$ cat src/rtl/muldiv_pkg.sv
// Shared constants and types for the iterative HI/LO multiply/divide unit.
package muldiv_pkg;

  localparam logic [5:0] FUNCT_MFHI  = 6'b010000;
  localparam logic [5:0] FUNCT_MTHI  = 6'b010001;
  localparam logic [5:0] FUNCT_MFLO  = 6'b010010;
  localparam logic [5:0] FUNCT_MTLO  = 6'b010011;
  localparam logic [5:0] FUNCT_MULT  = 6'b011000;
  localparam logic [5:0] FUNCT_MULTU = 6'b011001;
  localparam logic [5:0] FUNCT_DIV   = 6'b011010;
  localparam logic [5:0] FUNCT_DIVU  = 6'b011011;

  localparam int unsigned ITER_COUNT = 32;
  localparam int unsigned CNT_W      = $clog2(ITER_COUNT);

  typedef logic [CNT_W-1:0] cnt_t;

  localparam cnt_t CNT_LAST = cnt_t'(ITER_COUNT - 1);
  localparam cnt_t CNT_ONE  = cnt_t'(1);

  typedef enum logic [1:0] {
    IDLE = 2'd0,
    CALC = 2'd1,
    FIX  = 2'd2
  } state_e;

  function automatic logic is_muldiv(input logic [5:0] funct);
    logic r;
    case (funct)
      FUNCT_MULT, FUNCT_MULTU, FUNCT_DIV, FUNCT_DIVU: r = 1'b1;
      default:                                        r = 1'b0;
    endcase
    return r;
  endfunction

  function automatic logic is_decoded(input logic [5:0] funct);
    logic r;
    case (funct)
      FUNCT_MULT, FUNCT_MULTU, FUNCT_DIV, FUNCT_DIVU,
      FUNCT_MFHI, FUNCT_MTHI, FUNCT_MFLO, FUNCT_MTLO: r = 1'b1;
      default:                                        r = 1'b0;
    endcase
    return r;
  endfunction

endpackage

$ cat src/rtl/cond_neg.sv
// Conditional two's-complement negate: dout = neg ? -din : din.
module cond_neg #(
  parameter int WIDTH = 32
) (
  input  logic             neg,
  input  logic [WIDTH-1:0] din,
  output logic [WIDTH-1:0] dout
);

  assign dout = neg ? (~din + WIDTH'(1'b1)) : din;

endmodule

$ cat src/rtl/muldiv_unit.sv
// Iterative HI/LO multiply/divide unit: 32 shift-add or restoring-subtract
// steps on operand magnitudes, followed by a single sign-fixup cycle.
module muldiv_unit
  import muldiv_pkg::*;
#(
  parameter int WIDTH = 32
) (
  input  logic             clk_i,
  input  logic             rst_i,
  input  logic             start_i,
  input  logic [5:0]       funct_i,
  input  logic [WIDTH-1:0] Data1_i,
  input  logic [WIDTH-1:0] Data2_i,
  output logic             busy_o,
  output logic             stall_o,
  output logic             done_o,
  output logic [WIDTH-1:0] hi_o,
  output logic [WIDTH-1:0] lo_o
);

  state_e             state_r, state_s;
  cnt_t               cnt_r;
  logic               mult_r, neg_res_r, neg_rem_r, div_zero_r;
  logic               busy_r, done_r;
  logic [WIDTH-1:0]   a_raw_r, opnd_r, hi_r, lo_r;
  logic [2*WIDTH-1:0] acc_r, step_s, prod_fix_s;
  logic [2*WIDTH:0]   shl_s;
  logic [WIDTH:0]     mul_sum_s, div_diff_s;
  logic [WIDTH-1:0]   mag_a_s, mag_b_s, quo_fix_s, rem_fix_s;
  logic               signed_op_s, mult_op_s, accept_s;

  assign signed_op_s = (funct_i == FUNCT_MULT) || (funct_i == FUNCT_DIV);
  assign mult_op_s   = (funct_i == FUNCT_MULT) || (funct_i == FUNCT_MULTU);
  assign accept_s    = start_i && is_muldiv(funct_i);

  cond_neg #(.WIDTH(WIDTH)) u_mag_a (
    .neg (signed_op_s && Data1_i[WIDTH-1]), .din (Data1_i), .dout (mag_a_s)
  );
  cond_neg #(.WIDTH(WIDTH)) u_mag_b (
    .neg (signed_op_s && Data2_i[WIDTH-1]), .din (Data2_i), .dout (mag_b_s)
  );
  cond_neg #(.WIDTH(2*WIDTH)) u_fix_prod (
    .neg (neg_res_r), .din (acc_r), .dout (prod_fix_s)
  );
  cond_neg #(.WIDTH(WIDTH)) u_fix_quo (
    .neg (neg_res_r), .din (acc_r[WIDTH-1:0]), .dout (quo_fix_s)
  );
  cond_neg #(.WIDTH(WIDTH)) u_fix_rem (
    .neg (neg_rem_r), .din (acc_r[2*WIDTH-1:WIDTH]), .dout (rem_fix_s)
  );

  // Next-state logic for the IDLE -> CALC -> FIX sequence.
  always_comb begin
    state_s = state_r;
    case (state_r)
      IDLE: begin
        if (accept_s) state_s = CALC;
        else          state_s = IDLE;
      end
      CALC: begin
        if (cnt_r == CNT_LAST) state_s = FIX;
        else                   state_s = CALC;
      end
      FIX:     state_s = IDLE;
      default: state_s = IDLE;
    endcase
  end

  // One iteration: acc holds {partial, multiplier} or {remainder, dividend/quotient}.
  always_comb begin
    mul_sum_s  = {1'b0, acc_r[2*WIDTH-1:WIDTH]} + {1'b0, opnd_r};
    shl_s      = {acc_r, 1'b0};
    div_diff_s = shl_s[2*WIDTH:WIDTH] - {1'b0, opnd_r};
    step_s     = acc_r;
    if (mult_r) begin
      if (acc_r[0]) step_s = {mul_sum_s, acc_r[WIDTH-1:1]};
      else          step_s = {1'b0, acc_r[2*WIDTH-1:1]};
    end else begin
      // No borrow means the shifted remainder covers the divisor.
      if (!div_diff_s[WIDTH]) step_s = {div_diff_s[WIDTH-1:0], shl_s[WIDTH-1:1], 1'b1};
      else                    step_s = shl_s[2*WIDTH-1:0];
    end
  end

  // State, datapath and HI/LO registers.
  always_ff @(posedge clk_i) begin
    if (rst_i) begin
      state_r    <= IDLE;
      cnt_r      <= cnt_t'(0);
      mult_r     <= 1'b0;
      neg_res_r  <= 1'b0;
      neg_rem_r  <= 1'b0;
      div_zero_r <= 1'b0;
      busy_r     <= 1'b0;
      done_r     <= 1'b0;
      a_raw_r    <= {WIDTH{1'b0}};
      opnd_r     <= {WIDTH{1'b0}};
      acc_r      <= {(2*WIDTH){1'b0}};
      hi_r       <= {WIDTH{1'b0}};
      lo_r       <= {WIDTH{1'b0}};
    end else begin
      state_r <= state_s;
      done_r  <= 1'b0;
      case (state_r)
        IDLE: begin
          if (accept_s) begin
            cnt_r      <= cnt_t'(0);
            busy_r     <= 1'b1;
            mult_r     <= mult_op_s;
            a_raw_r    <= Data1_i;
            neg_res_r  <= signed_op_s && (Data1_i[WIDTH-1] ^ Data2_i[WIDTH-1]);
            neg_rem_r  <= signed_op_s && Data1_i[WIDTH-1];
            div_zero_r <= (Data2_i == {WIDTH{1'b0}});
            opnd_r     <= mult_op_s ? mag_a_s : mag_b_s;
            acc_r      <= {{WIDTH{1'b0}}, (mult_op_s ? mag_b_s : mag_a_s)};
          end else if (start_i && (funct_i == FUNCT_MTHI)) begin
            hi_r <= Data1_i;
          end else if (start_i && (funct_i == FUNCT_MTLO)) begin
            lo_r <= Data1_i;
          end
        end
        CALC: begin
          acc_r <= step_s;
          cnt_r <= cnt_r + CNT_ONE;
        end
        FIX: begin
          busy_r <= 1'b0;
          done_r <= 1'b1;
          if (mult_r) begin
            hi_r <= prod_fix_s[2*WIDTH-1:WIDTH];
            lo_r <= prod_fix_s[WIDTH-1:0];
          end else if (div_zero_r) begin
            hi_r <= a_raw_r;
            lo_r <= {WIDTH{1'b1}};
          end else begin
            hi_r <= rem_fix_s;
            lo_r <= quo_fix_s;
          end
        end
        default: begin
          busy_r <= 1'b0;
        end
      endcase
    end
  end

  assign busy_o  = busy_r;
  assign done_o  = done_r;
  assign hi_o    = hi_r;
  assign lo_o    = lo_r;
  assign stall_o = busy_r && start_i && is_decoded(funct_i);

endmodule
$ cat config.mk
export PLATFORM = sky130hd
export DESIGN_NAME = muldiv_unit
export DESIGN_NICKNAME = d
export VERILOG_FILES = /design/src/rtl/muldiv_pkg.sv /design/src/rtl/cond_neg.sv /design/src/rtl/muldiv_unit.sv
export SDC_FILE = /design/constraint.sdc
export NUM_CORES = 1
export LEC_CHECK = 0
export BUFFER_PORTS_ARGS = -buffer_cell sky130_fd_sc_hd__buf_2
export CORE_MARGIN = 10
export CORE_UTILIZATION = 40
export DETAILED_ROUTE_END_ITERATION = 10
export GPL_ROUTABILITY_DRIVEN = 0
export GPL_TIMING_DRIVEN = 1
export PLACE_DENSITY = 0.57
export RECOVER_POWER = 50
export SYNTH_ARGS = -nofsm -noshare
export SYNTH_HDL_FRONTEND = slang
export SYNTH_SLANG_ARGS = --single-unit
$ cat constraint.sdc
create_clock -name clk_i -period 2.8 [get_ports clk_i]
set_input_delay 0.28 -clock clk_i [delete_from_list [all_inputs] [get_ports clk_i]]
set_output_delay 0.28 -clock clk_i [all_outputs]
set_load 0.03 [all_outputs]
# ---- Word-level counts from Yosys, hierarchy flattened
# Memories as Yosys holds them, arrays and structs flattened.
# Cells that the tools add are included.
dict set report classes {
  addsub 8
  n_eq_ne 14
  mux 33
  n_bitwise 7
  reduce_logical 20
}
# op count
set op_table {}
lappend op_table {{2-to-1 mux 32 bit} 15}
lappend op_table {{2-to-1 mux 64 bit} 5}
lappend op_table {{adder 32 x 1 -> 32 bit (second input constant)} 4}
lappend op_table {{NOT 32 bit} 4}
lappend op_table {{case mux 32 bit (2 select lines)} 2}
lappend op_table {{case mux 64 bit (2 select lines)} 1}
lappend op_table {{adder 64 x 1 -> 64 bit (second input constant)} 1}
lappend op_table {{NOT 64 bit} 1}
lappend op_table {{== test 6 x 5 -> 1 bit (second input constant)} 6}
lappend op_table {{adder 32 x 32 -> 33 bit} 1}
lappend op_table {{subtractor 33 x 32 -> 33 bit} 1}
lappend op_table {{logical NOT 32 bit} 1}
lappend op_table {{!= test 2 bit (second input constant)} 5}
lappend op_table {{case mux 5 bit (2 select lines)} 1}
lappend op_table {{logical AND 1 bit} 8}
lappend op_table {{AND reduction 2 bit} 3}
lappend op_table {{adder 5 x 1 -> 5 bit (second input constant)} 1}
lappend op_table {{== test 5 bit (second input constant)} 1}
lappend op_table {{2-to-1 mux 1 bit} 5}
lappend op_table {{2-to-1 mux 5 bit} 1}
lappend op_table {{case mux 2 bit (2 select lines)} 1}
lappend op_table {{AND reduction 4 bit} 1}
lappend op_table {{nonzero test 2 bit} 2}
lappend op_table {{OR reduction 4 bit} 1}
lappend op_table {{other kinds (9)} 10}
dict set report totals {
  ff_bits 205
  mem_bits_ro 32
  output_inout_bits 67
  memories 1
}
# memory depth word_bits read_ports rd_clocked_by_memory_dff wr line
set memory_table {}
lappend memory_table {{(name not given)} 32 1 1 0 0 muldiv_pkg.sv:38} ;# case (funct)

# ---- Logic depth before layout (Yosys ltp)
dict set report depth {
  word_depth 7
  mapped_depth 15
}

# ---- By module
# Synthesis repeated with hierarchy kept, for this count alone.
dict set report unflattened {
  hier_cells 2490
  hier_area_um2 19119.6
}
# mod instances cells_per_inst area_per_inst_um2 seq_area_each_um2
set modules_own_cells {}
lappend modules_own_cells {muldiv_unit 1 1888 14362.5 4103.9}
lappend modules_own_cells {{cond_neg at u_fix_quo ...} 4 99 777.0 0.0}
lappend modules_own_cells {{cond_neg at u_fix_prod} 1 206 1649.1 0.0}

# ---- Worst setup path before layout
# Ideal clock, no wire load.
dict set report synth_timing {
  path_type {reg2reg}
  start {reg acc_r[31]}
  end {reg acc_r[47]}
  setup_ns 0.122
  arrival_time_ns 2.980
  slack_ns -0.302
  path_stages_with_launch 15
  n_path_buf 3
  period_less_slack_ns 3.102
  path_cell_list {dfxtp_1 > clkbuf_1 > inv_1 > ha_1 > fa_1 > nand2b_1 > a21o_1 > a31oi_1 > o211ai_1 > and2_1 > o211ai_1 > buf_2 > buf_2 > o21ai_0 > a221o_1}
}
dict set report synth_via {
  elab_chain_cells 4
}
# item line
set synth_lines {}
lappend synth_lines {{start: declaration} muldiv_unit.sv:26} ;# logic [2*WIDTH-1:0] acc_r, step_s, prod_fix_s;
lappend synth_lines {{start signal: assignment} muldiv_unit.sv:98} ;# acc_r <= {(2*WIDTH){1'b0}};
lappend synth_lines {{start signal: assignment} muldiv_unit.sv:115} ;# acc_r <= {{WIDTH{1'b0}}, (mult_op_s ? mag_b_s : mag_a_s)};
lappend synth_lines {{start signal: assignment} muldiv_unit.sv:123} ;# acc_r <= step_s;
lappend synth_lines {{subtractor 33 x 32 -> 33 bit} muldiv_unit.sv:73} ;# div_diff_s = shl_s[2*WIDTH:WIDTH] - {1'b0, opnd_r};
lappend synth_lines {{2-to-1 mux 64 bit} muldiv_unit.sv:80} ;# if (!div_diff_s[WIDTH]) step_s = {div_diff_s[WIDTH-1:0], shl_s[WIDTH-1:1], 1'b1};
lappend synth_lines {{2-to-1 mux 64 bit} muldiv_unit.sv:75} ;# if (mult_r) begin
lappend synth_lines {{case mux 64 bit (2 select lines)} muldiv_unit.sv:104} ;# case (state_r)
# Every way passes these cells.
# A chain may end at the register's enable or synchronous reset.

# ---- Worst setup path after layout
dict set report layout_timing {
  start {reg opnd_r[26]}
  end {reg acc_r[47]}
}
dict set report layout_via {
  elab_chain_cells 4
}
# item line
set layout_lines {}
lappend layout_lines {{start: declaration} muldiv_unit.sv:25} ;# logic [WIDTH-1:0] a_raw_r, opnd_r, hi_r, lo_r;
lappend layout_lines {{start signal: assignment} muldiv_unit.sv:97} ;# opnd_r <= {WIDTH{1'b0}};
lappend layout_lines {{start signal: assignment} muldiv_unit.sv:114} ;# opnd_r <= mult_op_s ? mag_a_s : mag_b_s;
lappend layout_lines {{subtractor 33 x 32 -> 33 bit} muldiv_unit.sv:73}
lappend layout_lines {{2-to-1 mux 64 bit} muldiv_unit.sv:80}
lappend layout_lines {{2-to-1 mux 64 bit} muldiv_unit.sv:75}
lappend layout_lines {{case mux 64 bit (2 select lines)} muldiv_unit.sv:104}
# Every way passes these cells.

==> metrics.md <==
| Metric | Value |
|---|---|
| Final setup slack of the worst path | `-0.298 ns` |
| CTS tree | `done` |
| Post-Syn Area | `0.0170 mm²` |
| Data arrival time of the worst path | `3.55 ns` |
| Number of DRC violations after detailed-routing iteration 0 | `2007` |
| Root cell of the clock tree | `clkbuf_16` |
| Clock edge transition at the registers on the reported setup and hold paths | `0.06 ns` |
| Violated checks | `negative setup slack` |
| DRC Markers | `0` |
| Overall global routing resource usage | `28.1%` |
| Cell type contributing the most total cell area after synthesis | `dfxtp_1` |
| Largest stage delay on the critical path | `0.34 ns` |
| Worst ir drop on vdd | `0.434 mV` |
| Number of flops mapped to enable cells by yosys | `0` |
| Routed Antenna Nets | `0` |
| Slack of the worst reg-to-reg path | `-0.30 ns` |
| Run status | `finished with violations` |
| Total clock buffers created by CTS | `25` |
| Area of all placed cells without fillers | `0.0224 mm²` |
| Reg-to-reg critical path startpoint | `opnd_r[26]$_SDFFE_PP0P_` |
| Via count | `19951` |
| Detailed placement HPWL | `58.2 mm` |
| Post-Place Worst Slack | `-0.311 ns` |
| Post-layout net count | `2882` |
| Global-route wire length before repair | `112 mm` |
| Worst hold path class | `input port to flop` |
| Diode insertion count for antenna repair | `0` |
| Worst min-delay path endpoint | `a_raw_r[28]$_SDFFE_PP0P_` |
| Minimum clock period after layout | `3.10 ns` |
| Reg2reg path depth | `14` |
| Layout overhead on the synthesized area | `31.7%` |
| Post-route clock skew | `0.0131 ns` |
| Cells along the critical path | `inv_1 -> ha_1 -> nand2_1 -> o21a_1 -> o41ai_4 -> mux2_4 -> a31oi_1 -> o211ai_1 -> buf_6 -> buf_4 -> clkbuf_16 -> nand2_2 -> o21ai_2 -> a221o_1` |
| Routed wire per std cell | `23.0 µm` |
| Row count | `75` |
| Worst setup EP type | `flop` |
| Highest-count cells in the layout ignoring fill and taps | `396 x buf_4, 292 x nand2_1, 229 x a21oi_1` |
| Share of the synthesized area in the top cell type | `24.1%` |
| Pins Over Slew Limit | `0` |
| Share of synthesized registers carrying an async set or reset | `0%` |
| Number of flip-flops and latches in the synthesized netlist | `205` |
| Slew headroom | `12.5%` |
| Final std cells w/o fill | `3295` |
| Total power divided by cell area | `414 mW/mm²` |
| Worst Path Max Fanout | `7` |
| Die Area | `0.0512 mm²` |
| Total congestion overflow | `0` |
| Routed vias/inst | `6.05` |
| Reg-to-reg endpoint | `acc_r[47]$_SDFFE_PP0P_` |
| Class of the most critical setup path | `flop to flop` |
| Unrepaired setup endpoints after global routing | `yes` |
| Average footprint of a synthesized cell | `7.25 µm²` |
| Peak Freq | `323 MHz` |
| Top Ports | `140` |
| Required @ worst endpoint | `3.25 ns` |
| Leakage power | `8.95 nW` |
| Core box area | `0.0420 mm²` |
| Seq/Total Area, Yosys | `24.1%` |
| Kind of start point of the critical path | `flop` |
| Most area-consuming cells after synthesis | `dfxtp_1 24%, a21oi_1 7.1%, nand2_1 6.5%, xnor2_1 5.9%, ha_1 5.1%` |
| Final setup violation count | `37` |
| Number of nets produced by synthesis | `2495` |
| Synthesized netlist cell count | `2350` |
| Number of placed instances with taps included | `3226` |
| Later-pin clock latency in the skew report | `0.57 ns` |
| Standard cell area after detailed placement | `0.0208 mm²` |
| Buf+Inv Stages, Crit Path | `4` |
| Slowest library cell on the worst path | `o41ai_4` |
| Count of cells along the worst hold path | `3` |
| Startpoint of the most critical hold path | `Data1_i[28]` |
| Share of the cycle needed by the critical path after routing | `111%` |
| Overall routed net length | `75.7 mm` |
| Die X | `226 µm` |
| Yosys synthesis warning count | `0` |
| Count of TritonRoute iterations in the first routing pass | `6` |
| Commonest non-fill, non-tap cell in the layout | `buf_4` |
| Buffer depth of the longest clock path | `3` |
| Largest net degree at the start of global routing | `108` |
| Max-Cap Viols | `0` |
| Final number of hold-violating endpoints | `0` |
| Die boundary height | `226 µm` |
| Synth Flop Type | `dfxtp_1` |
| Cell family contributing the most delay on the critical path | `compound AO/OA/AOI/OAI gates` |
| Htree depth | `1` |
| Number of global-route vias before repair | `18993` |
| Share of cells above drive strength 1 | `25.1%` |
| IO Port Bufs | `139` |
| Transition time of the tightest slew-check pin | `1.31 ns` |
| Number of antenna violations at the first check in global routing | `0` |
| Hold-fix buffers at CTS | `0` |
| Total number of clock tree sinks | `205` |
| Number of distinct standard cells referenced by the synthesized netlist | `82` |
| Starting utilization of the core area | `40.5%` |
## worst reg2reg max path: stages, from the launching register on
cell,delay (ns)
dfxtp_1,0.33
inv_1,0.12
ha_1,0.32
nand2_1,0.07
o21a_1,0.22
o41ai_4,0.34
mux2_4,0.34
a31oi_1,0.16
o211ai_1,0.16
buf_6,0.19
buf_4,0.15
clkbuf_16,0.15
nand2_2,0.08
o21ai_2,0.06
a221o_1,0.29
## logic make-up after synthesis
family / count (synthesis) / synth area share [%]
DFF: 205 / 24.1
muxes: 60 / 3.59
xor gates and xnor gates: 197 / 10.1
and+or+nand+nor: 795 / 21.7
adders and majority gates: 72 / 5.38
buffers and inverters: 265 / 6.07
AOI/OAI and AO/OA: 756 / 29.0
## metal layers
metal / vias to the layer above / global-route usage (%) / routed length (µm)
met5: - / 0 / 0
met4: 0 / 13.4 / 4020
met3: 180 / 5.31 / 6470
met2: 923 / 44.9 / 34300
met1: 9530 / 35.6 / 30900
li1: 9318 / - / -
## stage by stage
| stage | utilization (%) | TNS [ns] | hold WS (ns) | total power (W) |
|---|---|---|---|---|
| after floorplan | - | -0.271 | 0.416 | 0.00435 |
| after global placement | 49.6 | -7.63 | 0.439 | 0.00534 |
| after detailed placement | 49.6 | -9.42 | 0.445 | 0.00537 |
| after CTS | 52.2 | -5.11 | 0.0153 | 0.00886 |
| after global routing | 53.4 | -13.42 | 0.0289 | 0.00957 |
| final | 53.4 | -7.34 | 0.0302 | 0.00928 |
## cell usage after synthesis, drive strengths merged, types with 51 or more instances
library cell    n
ha             70
mux2i          51
dfxtp         205
xor2           83
a21oi         240
nor2          211
nand2         296
xnor2         114
nor3           64
clkbuf        171
inv            61
a211oi         98
o21ai         142
## flip-flops by register name, indices dropped and copies added, names as in the netlist
register / flops
acc_r: 64
neg_res_r: 1
done_o: 1
hi_o: 32
neg_rem_r: 1
opnd_r: 32
busy_o: 1
mult_r: 1
state_r: 2
lo_o: 32
a_raw_r: 32
div_zero_r: 1
cnt_r: 5
## power by group
group	total, W	switching (W)	leakage [nW]	internal [W]
Clock	0.00335	0.00140	0.400	0.00195
Combinational	0.00293	0.00161	6.89	0.00133
Sequential	0.00299	0.0000395	1.66	0.00296
## layout make-up
type,count,area (µm²)
inverters,62,235
fillers,4128,19600
clock buffers,37,711
clock inverters,9,115
repair buffers,563,3990
flip-flops and latches,205,4140
multi-input cells,1880,12600
well taps,539,674
## how the worst max path moves through the flow
stage | from | end | cells past startpoint
global placement | opnd_r[0]$_SDFFE_PP0P_ | acc_r[62]$_SDFFE_PP0P_ | 10
floorplan | acc_r[31]$_SDFFE_PP0P_ | acc_r[56]$_SDFFE_PP0P_ | 14
detailed placement | acc_r[32]$_SDFFE_PP0P_ | acc_r[62]$_SDFFE_PP0P_ | 10
CTS | acc_r[31]$_SDFFE_PP0P_ | acc_r[41]$_SDFFE_PP0P_ | 15
finish | opnd_r[26]$_SDFFE_PP0P_ | acc_r[47]$_SDFFE_PP0P_ | 14
global route | acc_r[31]$_SDFFE_PP0P_ | acc_r[58]$_SDFFE_PP0P_ | 15
## what timing repair did
action / in CTS / in global routing
pin swaps: 28 / 49
resized for setup: 65 / 111
gates cloned: 2 / 1
buffers inserted: 8 / 14
setup endpoints to repair: 54 / 54
Note: power is estimated with default switching activity, not from simulation.
